--- config.mk ---
export PLATFORM = sky130hd
export DESIGN_NAME = result_uart_tx_flat
export DESIGN_NICKNAME = d
export VERILOG_FILES = /design/src/rtl/uart_pkg.sv /design/src/rtl/result_uart_tx_if.sv /design/src/rtl/uart_byte_tx.sv /design/src/rtl/result_uart_tx.sv /design/src/flat_wrapper.sv
export SDC_FILE = /design/constraint.sdc
export NUM_CORES = 1
export LEC_CHECK = 0
export ABC_AREA = 1
export BUFFER_PORTS_ARGS = -buffer_cell sky130_fd_sc_hd__clkbuf_2
export CAP_MARGIN = 20
export CORE_MARGIN = 10
export CORE_UTILIZATION = 28
export DETAILED_ROUTE_END_ITERATION = 8
export PLACE_DENSITY_LB_ADDON = 0.05
export SLEW_MARGIN = 0
export SYNTH_ARGS = -nofsm -noshare
export SYNTH_HDL_FRONTEND = slang
export SYNTH_SLANG_ARGS = --single-unit
--- constraint.sdc ---
create_clock -name clk -period 2.6 [get_ports clk]
set_input_delay 0.26 -clock clk [delete_from_list [all_inputs] [get_ports clk]]
set_output_delay 0.26 -clock clk [all_outputs]
set_load 0.005 [all_outputs]
--- src/rtl/uart_pkg.sv ---
// uart_pkg: shared frame constants, report ASCII, state enum and hex helper for the result UART.
package uart_pkg;
  localparam int FRAME_BITS = 11;
  localparam int REPORT_LEN = 29;
  localparam int ERR_LEN = 5;
  localparam logic [7:0] ASCII_K = 8'h4B;
  localparam logic [7:0] ASCII_EQ = 8'h3D;
  localparam logic [7:0] ASCII_P = 8'h50;
  localparam logic [7:0] ASCII_E = 8'h45;
  localparam logic [7:0] ASCII_R = 8'h52;
  localparam logic [7:0] ASCII_SP = 8'h20;
  localparam logic [7:0] ASCII_CR = 8'h0D;
  localparam logic [7:0] ASCII_LF = 8'h0A;
  typedef enum logic [1:0] {IDLE, LOAD, SEND, FINISH} state_t;
  function automatic logic [7:0] hex_ascii(input logic [3:0] n);
    return (n < 4'd10) ? 8'h30 + {4'h0, n} : 8'h37 + {4'h0, n};
  endfunction
endpackage

--- src/rtl/result_uart_tx_if.sv ---
// result_uart_tx_if: report request inputs and serial/status outputs of the result UART.
interface result_uart_tx_if;
  logic send;
  logic [23:0] key;
  logic [127:0] plaintext;
  logic error_in;
  logic tx_out;
  logic busy;
  logic tx_done;
  modport master(output send, key, plaintext, error_in, input tx_out, busy, tx_done);
  modport slave(input send, key, plaintext, error_in, output tx_out, busy, tx_done);
endinterface

--- src/rtl/uart_byte_tx.sv ---
// uart_byte_tx: one 8O1 frame (start, 8 data LSB first, odd parity, stop) per start pulse.
module uart_byte_tx
  import uart_pkg::*;
#(
  parameter int BIT_PERIOD = 5208
) (
  input  logic       clk,
  input  logic       rst,
  input  logic       start,
  input  logic [7:0] data,
  output logic       tx,
  output logic       done
);
  localparam int CW = (BIT_PERIOD > 1) ? $clog2(BIT_PERIOD) : 1;
  logic [CW-1:0] cnt;
  logic [3:0] bit_idx;
  logic [9:0] shift;
  logic active;
  always_ff @(posedge clk) begin
    if (rst) begin
      tx <= 1'b1;
      done <= 1'b0;
      cnt <= '0;
      bit_idx <= '0;
      shift <= '0;
      active <= 1'b0;
    end else begin
      done <= 1'b0;
      if (start && !active) begin
        active <= 1'b1;
        tx <= 1'b0;
        cnt <= '0;
        bit_idx <= '0;
        shift <= {1'b1, ~^data, data};
      end else if (active) begin
        if (cnt == CW'(BIT_PERIOD - 1)) begin
          cnt <= '0;
          // stop bit is already on the line when the last period expires
          if (bit_idx == 4'(FRAME_BITS - 1)) begin
            bit_idx <= '0;
            active <= 1'b0;
            done <= 1'b1;
            tx <= 1'b1;
          end else begin
            bit_idx <= bit_idx + 4'd1;
            tx <= shift[0];
            shift <= {1'b0, shift[9:1]};
          end
        end else begin
          cnt <= cnt + CW'(1);
        end
      end
    end
  end
endmodule

--- src/rtl/result_uart_tx.sv ---
// result_uart_tx: snapshots codebreaker results on send and streams an ASCII report over UART.
module result_uart_tx
  import uart_pkg::*;
#(
  parameter int CLK_FREQUENCY = 100_000_000,
  parameter int BAUD_RATE = 19_200
) (
  input logic clk,
  input logic rst,
  result_uart_tx_if.slave bus
);
  localparam int BIT_PERIOD = CLK_FREQUENCY / BAUD_RATE;
  state_t state, state_n;
  logic [4:0] idx;
  logic [23:0] key_s;
  logic [127:0] pt_s;
  logic err_s;
  logic last;
  logic byte_done;
  logic start;
  logic [4:0] ni;
  logic [4:0] pi;
  logic [3:0] nib;
  logic [7:0] pt_byte;
  logic [7:0] err_byte;
  logic [7:0] rpt_byte;
  logic [7:0] cur_byte;
  always_ff @(posedge clk) begin
    if (rst) begin
      state <= IDLE;
      idx <= '0;
      key_s <= '0;
      pt_s <= '0;
      err_s <= 1'b0;
    end else begin
      state <= state_n;
      if (state == IDLE && bus.send) begin
        key_s <= bus.key;
        pt_s <= bus.plaintext;
        err_s <= bus.error_in;
        idx <= '0;
      end
      if (state == SEND && byte_done && !last) idx <= idx + 5'd1;
    end
  end
  always_comb begin
    state_n = state;
    state_n = state == IDLE ? (bus.send ? LOAD : IDLE)
            : state == LOAD ? SEND
            : state == SEND ? (byte_done ? (last ? FINISH : LOAD) : SEND)
            : IDLE;
  end
  assign last = idx == (err_s ? 5'(ERR_LEN - 1) : 5'(REPORT_LEN - 1));
  assign start = state == LOAD;
  assign bus.busy = state == LOAD || state == SEND;
  assign bus.tx_done = state == FINISH;
  // key nibble for hex positions 2..7, plaintext byte for positions 11..26
  assign ni = 5'd7 - idx;
  assign pi = 5'd26 - idx;
  assign nib = 4'(key_s >> {ni, 2'b00});
  assign pt_byte = 8'(pt_s >> {pi, 3'b000});
  assign err_byte = idx == 5'd0 ? ASCII_E
                  : idx < 5'd3 ? ASCII_R
                  : idx == 5'd3 ? ASCII_CR
                  : ASCII_LF;
  assign rpt_byte = idx == 5'd0 ? ASCII_K
                  : idx == 5'd1 ? ASCII_EQ
                  : idx < 5'd8 ? hex_ascii(nib)
                  : idx == 5'd8 ? ASCII_SP
                  : idx == 5'd9 ? ASCII_P
                  : idx == 5'd10 ? ASCII_EQ
                  : idx < 5'd27 ? pt_byte
                  : idx == 5'd27 ? ASCII_CR
                  : ASCII_LF;
  assign cur_byte = err_s ? err_byte : rpt_byte;
  uart_byte_tx #(.BIT_PERIOD(BIT_PERIOD)) u_byte_tx (
    .clk(clk),
    .rst(rst),
    .start(start),
    .data(cur_byte),
    .tx(bus.tx_out),
    .done(byte_done)
  );
endmodule

--- src/flat_wrapper.sv ---
// flat-port wrapper written by rule: the top's interface ports become plain ports
module result_uart_tx_flat import uart_pkg::*;
#(
  parameter int CLK_FREQUENCY = 100_000_000,
  parameter int BAUD_RATE = 19_200
)
  (clk, rst, bus_send, bus_key, bus_plaintext, bus_error_in, bus_tx_out, bus_busy, bus_tx_done);
  result_uart_tx_if bus_i ();
  input logic clk;
  input logic rst;
  input wire logic [$bits(bus_i.send)-1:0] bus_send;
  input wire logic [$bits(bus_i.key)-1:0] bus_key;
  input wire logic [$bits(bus_i.plaintext)-1:0] bus_plaintext;
  input wire logic [$bits(bus_i.error_in)-1:0] bus_error_in;
  output wire logic [$bits(bus_i.tx_out)-1:0] bus_tx_out;
  output wire logic [$bits(bus_i.busy)-1:0] bus_busy;
  output wire logic [$bits(bus_i.tx_done)-1:0] bus_tx_done;
  assign bus_i.send = bus_send;
  assign bus_i.key = bus_key;
  assign bus_i.plaintext = bus_plaintext;
  assign bus_i.error_in = bus_error_in;
  assign bus_tx_out = bus_i.tx_out;
  assign bus_busy = bus_i.busy;
  assign bus_tx_done = bus_i.tx_done;
  result_uart_tx #(.CLK_FREQUENCY(CLK_FREQUENCY), .BAUD_RATE(BAUD_RATE)) u_core (.clk(clk), .rst(rst), .bus(bus_i));
endmodule
Word level (Yosys, flattened, before mapping) --
Cells that the tools add are included.
Operators by class: multiply operators 0, $add $sub $neg 7, bitwise gates (word level) 2, magnitude comparators 4, equality and inequality tests 13, reductions and logical operators 18, mux-type cells 37, div/mod/pow operators 0, shift operators 2
Operators by type and width (number):
- $shr A128 B8 Y8 | 1
- $mux W8 | 11
- $mux W10 | 4
- $shr A24 B7 Y4 | 1
- $eq A5 B4 Y1 const B | 3
- $mux W5 | 3
- $add A6 B4 Y7 const A | 2
- $add A13 B1 Y13 const B | 1
- $eq A13 B13 Y1 const B | 1
- $mux W13 | 1
- $mux W1 | 10
- $mux W2 | 5
- $reduce_xnor A8 Y1 | 1
- $mux W3 | 2
- $reduce_bool A2 Y1 | 3
- $add A5 B1 Y5 const B | 1
- $eq A5 B1 Y1 const B | 1
- $eq A5 B2 Y1 const B | 1
- $eq A5 B5 Y1 | 1
- $eq A5 B5 Y1 const B | 1
- $logic_not A5 Y1 | 1
- $lt A5 B2 Y1 const B | 1
- $lt A5 B4 Y1 const B | 1
- $lt A5 B5 Y1 const B | 1
- 18 further kinds | 25
Word-level totals: logic and storage cells 94, bits in latches 0, memory bits (read-only) 0, RAM bits 0, memories 0, flip-flop bits (word level) 190

Logic depth before layout (Yosys ltp) --
Gate-level depths: netlist of the first run.
depth in word-level cells 12, gate-level depth with buffers 27, gate-level depth less buffers 25

By module --
Synthesis of the first run repeated with hierarchy kept, for this count alone.
Second synthesis, totals: cells, all modules 1423, area total of the unflattened synthesis 9429.0 µm²
By module, submodules not included:
- result_uart_tx | area an instance 7689.9 µm², cells an instance 1148, times used 1, seq. area each 3203.1 µm²
- uart_byte_tx | area an instance 1739.2 µm², cells an instance 275, times used 1, seq. area each 600.6 µm²

Least setup slack after synthesis of the first run --
No wires, ideal clock.
path kind reg2reg, from register u_core.idx[0], to register u_core.u_byte_tx.shift[8], data arrival time 2712 ps, clock period less this slack 2842 ps, setup slack -242 ps, stages on the path, launching flop included 25, data required time 2469 ps, library setup time 131 ps, path through dfxtp_1 > buf_4 > inv_4 > buf_6 > buf_2 > ha_1 > inv_2 > clkbuf_1 > nand3_1 > nand3_1 > nand3_1 > nand3_1 > nand2_1 > a21oi_1 > nand2_1 > nand2_1 > nand2_2 > nand2_1 > nand2_1 > nand2_1 > nand2_1 > nand2_1 > nand3_1 > nand2_1 > a21oi_2
On the way: longest elaborated chain between the ends 12, elaborated cells on any way between the ends 32, those cells by class 4 x add/sub; 4 x order compare; 6 x eq/ne; 2 x shift; 14 x mux; 2 x reduce/logical
Ends and longest elaborated chain:
- from (decl) | RTL line result_uart_tx.sv:14 | logic [4:0] idx;
- from (signal assigned) | RTL line result_uart_tx.sv:43 | if (state == SEND && byte_done && !last) idx <= idx + 5'd1;
- $sub A5 B5 Y5 / $eq A5 B5 Y1 (equally long branches) | RTL line result_uart_tx.sv:59, result_uart_tx.sv:73
- $shr A128 B8 Y8 / $mux W3 (equally long branches) | RTL line result_uart_tx.sv:61, result_uart_tx.sv:73
- $mux W8 | RTL line result_uart_tx.sv:72 | : idx < 5'd27 ? pt_byte
- $mux W8 | RTL line result_uart_tx.sv:71 | : idx == 5'd10 ? ASCII_EQ
- $mux W8 | RTL line result_uart_tx.sv:70 | : idx == 5'd9 ? ASCII_P
- $mux W8 | RTL line result_uart_tx.sv:69 | : idx == 5'd8 ? ASCII_SP
- $mux W8 | RTL line result_uart_tx.sv:68 | : idx < 5'd8 ? hex_ascii(nib)
- $mux W8 | RTL line result_uart_tx.sv:67 | : idx == 5'd1 ? ASCII_EQ
- $mux W8 | RTL line result_uart_tx.sv:66 | assign rpt_byte = idx == 5'd0 ? ASCII_K
- $mux W8 (*) | RTL line result_uart_tx.sv:75 | assign cur_byte = err_s ? err_byte : rpt_byte;
- $reduce_xnor A8 Y1 (*) | RTL line uart_byte_tx.sv:34 | shift <= {1'b1, ~^data, data};
- $mux W10 (*) | RTL line uart_byte_tx.sv:29 | if (start && !active) begin
- to (signal assigned) | RTL line uart_byte_tx.sv:34
- to (signal assigned) | RTL line uart_byte_tx.sv:47 | shift <= {1'b0, shift[9:1]};
- to (decl) | RTL line uart_byte_tx.sv:17 | logic [9:0] shift;
Mark *: on every way between the ends. The rest lies on a longest branch, timed or not. A chain may end at the register's enable or synchronous reset.

Worst setup path in the final report of the first run --
Ends and elaborated chain as after synthesis.

==> results of run 1 <==
## worst max-delay path: stages (launching register included)
cell      delay [ns]
dfxtp_4         0.41
inv_6           0.06
ha_4            0.36
inv_8           0.07
buf_12          0.14
nand3_1         0.10
nand3_2         0.11
nand3_1         0.12
nand3_2         0.10
a21oi_2         0.20
nor2_4          0.06
o21bai_4        0.17
nand2_1         0.07
nand2_1         0.06
nand2_1         0.06
nand2_1         0.06
nand2_1         0.04
nand3_1         0.07
nand2_1         0.06
a21oi_2         0.10
## placed cells by master (no fill, tap or decap), drive strengths merged
cell type	instances
nor2	313
nand2	272
dfxtp	190
o21ai	187
clkbuf	177
nand3	136
inv	101
buf	73
a21oi	68
ha	15
nor3	14
clkinv	9
xor2	8
nor3b	3
nand4	2
nor4	2
a31oi	2
a221oi	2
a41oi	1
nor4b	1
a22o	1
o2111ai	1
a211oi	1
o221ai	1
a22oi	1
o31ai	1
o21a	1
o21bai	1
o211ai	1
## through the flow
stage / setup TNS, ns / util, % / std cells
3_5_place_dp: -0.0330 / 33.3 / 1984
5_1_grt: -0.103 / 36.6 / 2027
6_report: 0 / 36.6 / 2027
3_3_place_gp: -0.0200 / 33.3 / 1984
2_1_floorplan: 0 / - / 1401
4_1_cts: 0 / 35.2 / 2015
## final cells by class
cell class / instances / area (µm²) / area share [%]
clock buffers: 17 / 425 / 3.56
clock inverters: 14 / 168 / 1.40
multi-input cells: 1035 / 5050 / 42.2
flip-flops and latches: 190 / 3810 / 31.8
inverters: 96 / 378 / 3.16
repair buffers: 233 / 1580 / 13.2
well taps: 442 / 553 / 4.62
## power groups by stage
stage	clock network, mW	registers, mW	logic [mW]
final	2.66	3.24	0.811
after global routing	2.88	3.26	0.945
after CTS	2.77	3.24	0.813
after detailed placement	0	3.31	0.809
after global placement	0	3.31	0.804
after floorplan	0	3.26	0.498
## flip-flops by register name, summed over array words and instances (netlist names), 2 cells and up
register,flops
u_core.pt_s,128
u_core.u_byte_tx.cnt,13
u_core.key_s,24
u_core.u_byte_tx.bit_idx,4
u_core.u_byte_tx.shift,10
u_core.idx,5
u_core.state,2
## kinds of logic after synthesis
logic type                 after synthesis  synth area share, %
adders and majority gates               15                 2.02
xor gates and xnor gates                 8                 1.04
and+or+nand+nor                        743                 32.9
AOI/OAI and AO/OA                      269                 15.1
buffers and inverters                  176                 7.97
DFF                                    190                 40.9
## layer usage
metal  vias up  GRT usage, %
met1      4187          22.2
met2       159          23.2
li1       4873             -
met4         0          3.33
met3        18          3.02
met5         -             0
## worst paths after layout
kind	start	end	depth (start not counted)
worst max-delay path	u_core.idx[0]$_SDFFE_PP0P_	u_core.u_byte_tx.shift[8]$_SDFFE_PP0P_	19
worst min-delay path	bus_plaintext[51]	u_core.pt_s[51]$_SDFFE_PP0P_	3
worst min register to register	u_core.key_s[3]$_SDFFE_PP0P_	u_core.key_s[3]$_SDFFE_PP0P_	2
worst max register to register	u_core.idx[0]$_SDFFE_PP0P_	u_core.u_byte_tx.shift[8]$_SDFFE_PP0P_	19
## repair_timing
item                       in CTS  in global routing
hold endpoints to repair        0                  0
gates cloned                    0                  3
gates resized for setup         2                 87
setup endpoints to repair       1                  3
buffers inserted                0                  9
pin swaps                       0                 26
==> results.toml, run 1 <==
[outcome]
status = "finished, final reports clean"

[clocking]
cts_made_buffers = 17
path_clk_slew_ns = 0.09
clock_path_buffers = 2
hold_buffers = 0
clk_latency_ns = 0.45
htree_levels = 4
clock-sinks = 190
clock-root-buffer = "clkbuf_16"
cts_tree = "yes"

[synth]
synthCells = 1401
netlist.area_leader.share_pct = 40.9
ys_types = 44
synth-edff-count = 0
yosys-top-cells-area = "dfxtp_1 (41%), nor2_1 (12%), nand2_1 (11%), o21ai_0 (9.7%), nand3_1 (7.3%)"
synth_most_common_cell = "nor2_1"
synth_largest_area_cell = "dfxtp_1"
syn_area_per_cell_um2 = 6.64
ys.flop_type = "dfxtp_1"
synthArstFlopShare_pct = 0
synth_top_cells_by_count = "nor2_1 (306), nand2_1 (264), dfxtp_1 (190)"
syn_nets = 1572
synth-seq-cells = 190
yosysSeqAreaShare_pct = 40.9
yosys_warnings = 0
synth_area_mm2 = 0.00930

[setup_path]
start_kind = "flop"
arrival_ns = 2.86
rrSetupSlack_ns = 0.11
required_ns = 2.97
path_max_fanout = 10
criticalPathCategory = "reg2reg"
cp-end-kind = "flop"

[grt]
gr-total-overflow = 0
track_usage_pct = 15.4
grt_pass1_vias = 9173
grt_max_degree = 96
antenna_found_initial = 0
grt_pass1_wl_mm = 51.0

[routing]
vias = 9237
wl_per_cell_um = 15.8
drtPass1Iterations = 5
drt-total-wl_mm = 32.0
maxUsedRoutingLayer = "met4"
met2_length_mm = 13.7
drt-initial-drc-count = 483
viasPerCell = 4.56
drc = 0
wl_met1_mm = 16.8
wl_met3_mm = 1.29
ant_nets = 0

[floorplan]
start_util_pct = 28.5
die_h_um = 202
rows = 66
ioPinCount = 159
die_area_mm2 = 0.0409
core_area_mm2 = 0.0327
die_x_um = 202

[timing]
layout_min_cycle_time_ns = 2.49
fin_crit_sh_pct = 95.8
slew_headroom_pct = 64.7
setup_viol = 0
tightest_slew_ns = 0.522
hold_slack_ns = 0.0534
slew_violations = 0
max_freq_mhz = 402
hold_violations = 0
rsz0062_at_grt = "true"
fin_skew_ns = 0.0265
setup_ws_ns = 0.110

[placed_design]
placed_area_mm2 = 0.0109
dp_hpwl_mm = 23.8
dp_worst_setup_slack_ns = -0.0330
gp_congestion = 0.837
io_buffers = 158

[finish]
drive_gt1_share_pct = 23.0
antennaDiodeCount = 0
stdcell_area_mm2 = 0.0120
nFillCells = 3648
nets = 1744
area_growth_syn_to_layout_pct = 28.6

[pwr]
p_sw_mw = 1.97
ir_drop_uv = 432
p_seq_share_pct = 48.2
pwr-share-clk_pct = 39.7
internal-power_mw = 4.75
leakagePower_nw = 5.29
netSwitchingFraction_pct = 29.3
pwr-share-comb_pct = 12.1
p_total_mw = 6.71
powerDensity_mw_per_mm2 = 561

[job]
cap_viol_max_count = 0

[hold_path]
worstHoldPathType = "in2reg"
(Power assumes the default switching activity.)
==> inputs of run 2 (changes only) <==
--- a/config.mk
+++ b/config.mk
@@ -5,12 +5,12 @@
 export SDC_FILE = /design/constraint.sdc
 export NUM_CORES = 1
 export LEC_CHECK = 0
-export ABC_AREA = 1
 export BUFFER_PORTS_ARGS = -buffer_cell sky130_fd_sc_hd__clkbuf_2
 export CAP_MARGIN = 20
 export CORE_MARGIN = 10
 export CORE_UTILIZATION = 28
 export DETAILED_ROUTE_END_ITERATION = 8
+export HOLD_SLACK_MARGIN = 0.08
 export PLACE_DENSITY_LB_ADDON = 0.05
 export SLEW_MARGIN = 0
 export SYNTH_ARGS = -nofsm -noshare
==> run 2 against run 1 <==
Effect of this change:
- the flow now finishes with violations (negative setup slack)
- clock power rose by 4%
- global-route usage barely moved
- critical path depth decreased by 10
- worst setup slack got worse by 0.83 ns
- register-to-register slack worse by 0.83 ns
- sequential share of layout area down 2.3 points
- utilization grew 4.4 points
- critical path type unchanged
==> results.toml, run 2 <==
[outcome]
status = "finished with violations"
violations = "negative setup slack"

[synth]
synth-seq-cells = 190
syn_area_per_cell_um2 = 8.38
yosys-top-cells-area = "dfxtp_1 (43%), nand2_1 (14%), a21oi_1 (9.7%), mux4_2 (7.8%), mux2i_1 (2.8%)"
ys_types = 64
yosysSeqAreaShare_pct = 42.7
synthCells = 1062
synth_most_common_cell = "nand2_1"
synth_top_cells_by_count = "nand2_1 (337), dfxtp_1 (190), a21oi_1 (173)"
synthArstFlopShare_pct = 0
synth_area_mm2 = 0.00890
syn_nets = 1233
yosys_warnings = 0
synth-edff-count = 0
synth_largest_area_cell = "dfxtp_1"
ys.flop_type = "dfxtp_1"
netlist.area_leader.share_pct = 42.7

[grt]
antenna_found_initial = 0
gr-total-overflow = 0
grt_max_degree = 107
track_usage_pct = 15.4
grt_pass1_wl_mm = 48.1
met1_usage_pct = 19.8
met2_usage_pct = 26.3
top_usage_layer = "met2"
use_met3_pct = 2.78
grt_pass1_vias = 8789

[setup_path]
cpMostUsedCell = "xnor3_1"
max_stage_delay_ns = 0.55
r2r_end = "u_core.u_byte_tx.shift[8]$_SDFFE_PP0P_"
critical_path_buf_inv_count = 1
endpoint = "u_core.u_byte_tx.shift[8]$_SDFFE_PP0P_"
path_max_fanout = 8
cp_top_family = "multiplexers"
rrSetupSlack_ns = -0.72
cp-end-kind = "flop"
criticalPathCategory = "reg2reg"
crit_start = "u_core.idx[0]$_SDFFE_PP0P_"
arrival_ns = 3.65
worst-path-stages = 9
reg2reg_depth = 9
start_kind = "flop"
cp_cell_sequence = "buf_12 -> mux4_1 -> mux4_2 -> and3_4 -> o41a_1 -> xnor3_1 -> xnor3_1 -> o211a_1 -> a2111oi_2"
required_ns = 2.94
cp_slowest_cell = "mux4_1"
rr_startpoint = "u_core.idx[0]$_SDFFE_PP0P_"

[timing]
fin_crit_sh_pct = 128
setup_viol = 4
layout_min_cycle_time_ns = 3.32
max_freq_mhz = 301
hold_violations = 0
fin_skew_ns = 0.0126
setup_ws_ns = -0.717
tightest_slew_ns = 0.568
slew_headroom_pct = 62.1
setup_tns_ns = -0.913
slew_violations = 0
rsz0062_at_grt = "true"

[floorplan]
die_h_um = 198
die_area_mm2 = 0.0393
start_util_pct = 28.3
core_area_mm2 = 0.0315
rows = 65
ioPinCount = 159
die_x_um = 198

[routing]
drt-total-wl_mm = 29.9
drt-initial-drc-count = 434
ant_nets = 0
drc = 0
viasPerCell = 4.62
vias = 8375
drtPass1Iterations = 4
wl_per_cell_um = 16.5

[hold_path]
worstHoldPathType = "in2reg"
min-delay-start = "bus_plaintext[113]"

[placed_design]
placed_area_mm2 = 0.0107
gp_congestion = 0.812
io_buffers = 158
dp_hpwl_mm = 22.2

[finish]
top_regs = "u_core.pt_s: 128 flops, u_core.key_s: 24 flops, u_core.u_byte_tx.cnt: 13 flops"
mostFrequentLayoutCells = "nand2_1 (333), dfxtp_1 (189), a21oi_1 (171)"
postLayoutCoreUtil_pct = 41.0
regMostFlops = "u_core.pt_s"
antennaDiodeCount = 0
largest_reg_flops = 128
nFillCells = 3181
nets = 1570
stdcell_area_mm2 = 0.0129
area_growth_syn_to_layout_pct = 45.0
mostFrequentLayoutCell = "nand2_1"
drive_gt1_share_pct = 24.6

[pwr]
ir_drop_uv = 419
leakagePower_nw = 5.16
powerDensity_mw_per_mm2 = 525
p_total_mw = 6.78

[clocking]
clk_latency_ns = 0.44
clock-root-buffer = "clkbuf_16"
clock-sinks = 190
path_clk_slew_ns = 0.07
clock_path_buffers = 2
htree_levels = 4
cts_tree = "yes"
cts_made_buffers = 17

[job]
cap_viol_max_count = 0
## run 2: cell count changes in the layout (fill, tap and decap cells not counted), sizes merged, moves of 84 or more
cell         change
inv             -84
dlygate4sd3    +141
o21ai          -171
nor2           -265
a21oi          +106
nand3          -118
## run 2: cells by family after synthesis
family | count (synthesis) | share of synthesized area (%)
compound gates | 231 | 14.7
simple gates | 451 | 20.8
mux | 64 | 12.7
flops | 190 | 42.7
buf+inv | 90 | 4.26
fa+ha+maj | 15 | 2.11
xor+xnor | 21 | 2.59
## run 2: how the worst min path moves through the flow
stage	endpoint	slack [ns]	cells after the start
floorplan	u_core.u_byte_tx.tx$_SDFFE_PP1P_	0.38	2
global placement	u_core.pt_s[66]$_SDFFE_PP0P_	0.44	2
detailed placement	u_core.pt_s[14]$_SDFFE_PP0P_	0.45	2
CTS	u_core.pt_s[66]$_SDFFE_PP0P_	0.08	3
global route	u_core.pt_s[113]$_SDFFE_PP0P_	0.09	3
finish	u_core.pt_s[113]$_SDFFE_PP0P_	0.08	3
## run 2: area by class of cell
cell class                      instances  area [µm²]  area share [%]
Clock buffer                           21         450            3.49
Clock inverter                         11         156            1.21
Inverter                               14        60.1           0.465
Multi-Input combinational cell        782        4860            37.6
Sequential cell                       190        3810            29.5
Tap cell                              402         503            3.90
Timing Repair Buffer                  394        3070            23.8
## run 2: report_power, final
part / internal, mW / total [mW] / switching (mW)
registers: 3.07 / 3.18 / 0.112
logic: 0.431 / 0.831 / 0.401
clock network: 1.56 / 2.77 / 1.21
## run 2: worst min-delay path, stage by stage
cell,delay (ns)
clkbuf_2,0.08
nand2_1,0.07
a21oi_1,0.06
## run 2: routing by layer
metal | share of wire (%) | vias to the layer above | wire length [µm]
met5 | 0 | - | 0
met4 | 0.76 | 0 | 228
met3 | 3.1 | 12 | 928
met2 | 50 | 118 | 14900
met1 | 46 | 3934 | 13900
li1 | - | 4311 | -
## run 2: what timing repair did
| action | CTS | global route |
|---|---|---|
| endpoints found under the hold margin | 141 | 0 |
| pin swaps | 6 | 4 |
| gates resized for setup | 23 | 9 |
| hold buffers | 141 | 0 |
| cloned | 0 | 0 |
| setup endpoints to repair | 6 | 7 |
| setup buffers | 6 | 1 |
## run 2: metrics by stage
step	std cells	setup slack, ns	hold slack [ns]
2_1_floorplan	1062	-0.980	0.378
3_3_place_gp	1634	-0.685	0.442
3_5_place_dp	1634	-0.717	0.447
4_1_cts	1813	-0.729	0.0829
5_1_grt	1814	-0.904	0.0887
6_report	1814	-0.717	0.0846
==> inputs of run 3 (changes only) <==
--- a/config.mk
+++ b/config.mk
@@ -5,6 +5,7 @@
 export SDC_FILE = /design/constraint.sdc
 export NUM_CORES = 1
 export LEC_CHECK = 0
+export ABC_AREA = 1
 export BUFFER_PORTS_ARGS = -buffer_cell sky130_fd_sc_hd__clkbuf_2
 export CAP_MARGIN = 20
 export CORE_MARGIN = 10
==> run 3 against run 2 <==
Effect of this change:
- the flow now finishes without violations
- sequential power grew 2%
- die area grew 4.1%
- critical path depth grew 10
- clock skew grew 0.0037 ns
- power shrank 0.26%
- sequential share of layout area grew 1.3 points
- via count grew 12%
- combinational power grew 3.4%
- design area shrank 4.1%
- critical endpoint unchanged
==> results.toml, run 3 (same netlist as run 1, synthesis figures left out) <==
[outcome]
status = "finished, final reports clean"

[timing]
fin_crit_sh_pct = 95.9
hold_slack_ns = 0.0787
setup_ws_ns = 0.106
rsz0062_at_grt = "true"
max_freq_mhz = 401
tightest_slew_ns = 0.522
layout_min_cycle_time_ns = 2.49
fin_skew_ns = 0.0163
hold_violations = 0
slew_violations = 0
setup_viol = 0
slew_headroom_pct = 64.7
setup_tns_ns = 0

[setup_path]
start_kind = "flop"
cp_cell_sequence = "inv_6 -> ha_4 -> inv_8 -> buf_12 -> nand3_1 -> nand3_2 -> nand3_1 -> nand3_2 -> a21oi_2 -> nor2_4 -> o21bai_4 -> nand2_1 -> nand2_1 -> nand2_1 -> nand2_1 -> nand2_1 -> nand3_1 -> nand2_1 -> a21oi_2"
cp-end-kind = "flop"
reg2reg_depth = 19
required_ns = 2.98
path_max_fanout = 10
cp_slowest_cell = "dfxtp_4"
arrival_ns = 2.87
max_stage_delay_ns = 0.41
criticalPathCategory = "reg2reg"
cpMostUsedCell = "nand2_1"

[placed_design]
post-place-cells = 1984
dp_hpwl_mm = 23.8
gp_congestion = 0.837
dp_worst_setup_slack_ns = -0.0330
placed_area_mm2 = 0.0109
io_buffers = 158

[clocking]
clock-sinks = 190
cts_tree = "yes"
clk_latency_ns = 0.45
cts_made_buffers = 17
clock_path_buffers = 2
path_clk_slew_ns = 0.08
htree_levels = 4
clock-root-buffer = "clkbuf_16"

[finish]
drive_gt1_share_pct = 22.4
stdcell_area_mm2 = 0.0124
regMostFlops = "u_core.pt_s"
mostFrequentLayoutCell = "nor2_1"
fin_cells = 2068
area_growth_syn_to_layout_pct = 33.0
top_regs = "u_core.pt_s: 128 flops, u_core.key_s: 24 flops, u_core.u_byte_tx.cnt: 13 flops"
nets = 1785
antennaDiodeCount = 0
postLayoutCoreUtil_pct = 37.8
nFillCells = 3616
largest_reg_flops = 128
mostFrequentLayoutCells = "nor2_1 (298), nand2_1 (249), dfxtp_1 (187)"

[pwr]
powerDensity_mw_per_mm2 = 547
ir_drop_uv = 438
leakagePower_nw = 5.46
p_total_mw = 6.76

[grt]
gr-total-overflow = 0
antenna_found_initial = 0
grt_pass1_wl_mm = 51.6
grt_max_degree = 96
grt_pass1_vias = 9370
track_usage_pct = 15.6

[routing]
ant_nets = 0
drt-initial-drc-count = 489
vias = 9369
drc = 0
wl_per_cell_um = 15.5
viasPerCell = 4.53
drtPass1Iterations = 5
drt-total-wl_mm = 32.1

[floorplan]
die_area_mm2 = 0.0409
ioPinCount = 159
die_x_um = 202
die_h_um = 202
start_util_pct = 28.5
core_area_mm2 = 0.0327
rows = 66

[hold_path]
holdPathStages = 3
worstHoldPathType = "in2reg"

[job]
cap_viol_max_count = 0
run 3: changes by cell type in the layout (fill, tap and decap cells not counted), moves of 16 or more:
cell,before,now
mux2i_1,25,0
o21ai_0,16,178
nand2_2,3,19
inv_1,13,84
mux4_2,33,0
a21oi_1,171,61
nand2_1,333,249
nand3_1,17,102
buf_4,79,53
nand3_2,0,34
dlygate4sd3_1,141,41
nor2_1,48,298
run 3: layout make-up:
class / instances / area (µm²) / area share [%]
Clock inverter: 14 / 168 / 1.35
Clock buffer: 17 / 425 / 3.44
Inverter: 96 / 378 / 3.05
Multi-Input combinational cell: 1035 / 5050 / 40.8
Timing Repair Buffer: 274 / 1990 / 16.1
Tap cell: 442 / 553 / 4.47
Sequential cell: 190 / 3810 / 30.8
run 3: timing repair:
item                                   in CTS  in global routing
hold buffers                               41                  0
endpoints found under the hold margin      41                  0
pin swaps                                   0                 26
gates resized for setup                     2                 87
gates cloned                                0                  3
setup buffers                               0                  9
setup endpoints to repair                   1                  3
run 3: final timing paths:
check	startpoint	to	slack, ns
worst max-delay path	u_core.idx[0]$_SDFFE_PP0P_	u_core.u_byte_tx.shift[8]$_SDFFE_PP0P_	0.11
worst min-delay path	bus_key[21]	u_core.key_s[21]$_SDFFE_PP0P_	0.08
worst max register to register	u_core.idx[0]$_SDFFE_PP0P_	u_core.u_byte_tx.shift[8]$_SDFFE_PP0P_	0.11
worst min register to register	u_core.key_s[3]$_SDFFE_PP0P_	u_core.key_s[3]$_SDFFE_PP0P_	0.46
run 3: critical path: cells and delay by family, from the launching register on:
kind	cells	cell delay, ns
adders and majority gates	1	0.35
DFF	1	0.41
buffers and inverters	3	0.27
and+or+nand+nor	12	0.91
AOI/OAI and AO/OA	3	0.47
run 3: report_power, final:
part,total (mW),switching (mW),internal (mW)
Sequential,3.24,0.115,3.12
Clock,2.67,1.37,1.30
Combinational,0.859,0.493,0.367
Total,6.76,1.98,4.79
run 3: layer usage:
metal / GRT usage, % / vias up / part of all wire, %
met5: 0 / - / 0
met1: 22.4 / 4250 / 53
met3: 2.64 / 19 / 3.4
li1: - / 4954 / -
met4: 3.33 / 0 / 0.84
met2: 23.6 / 146 / 43
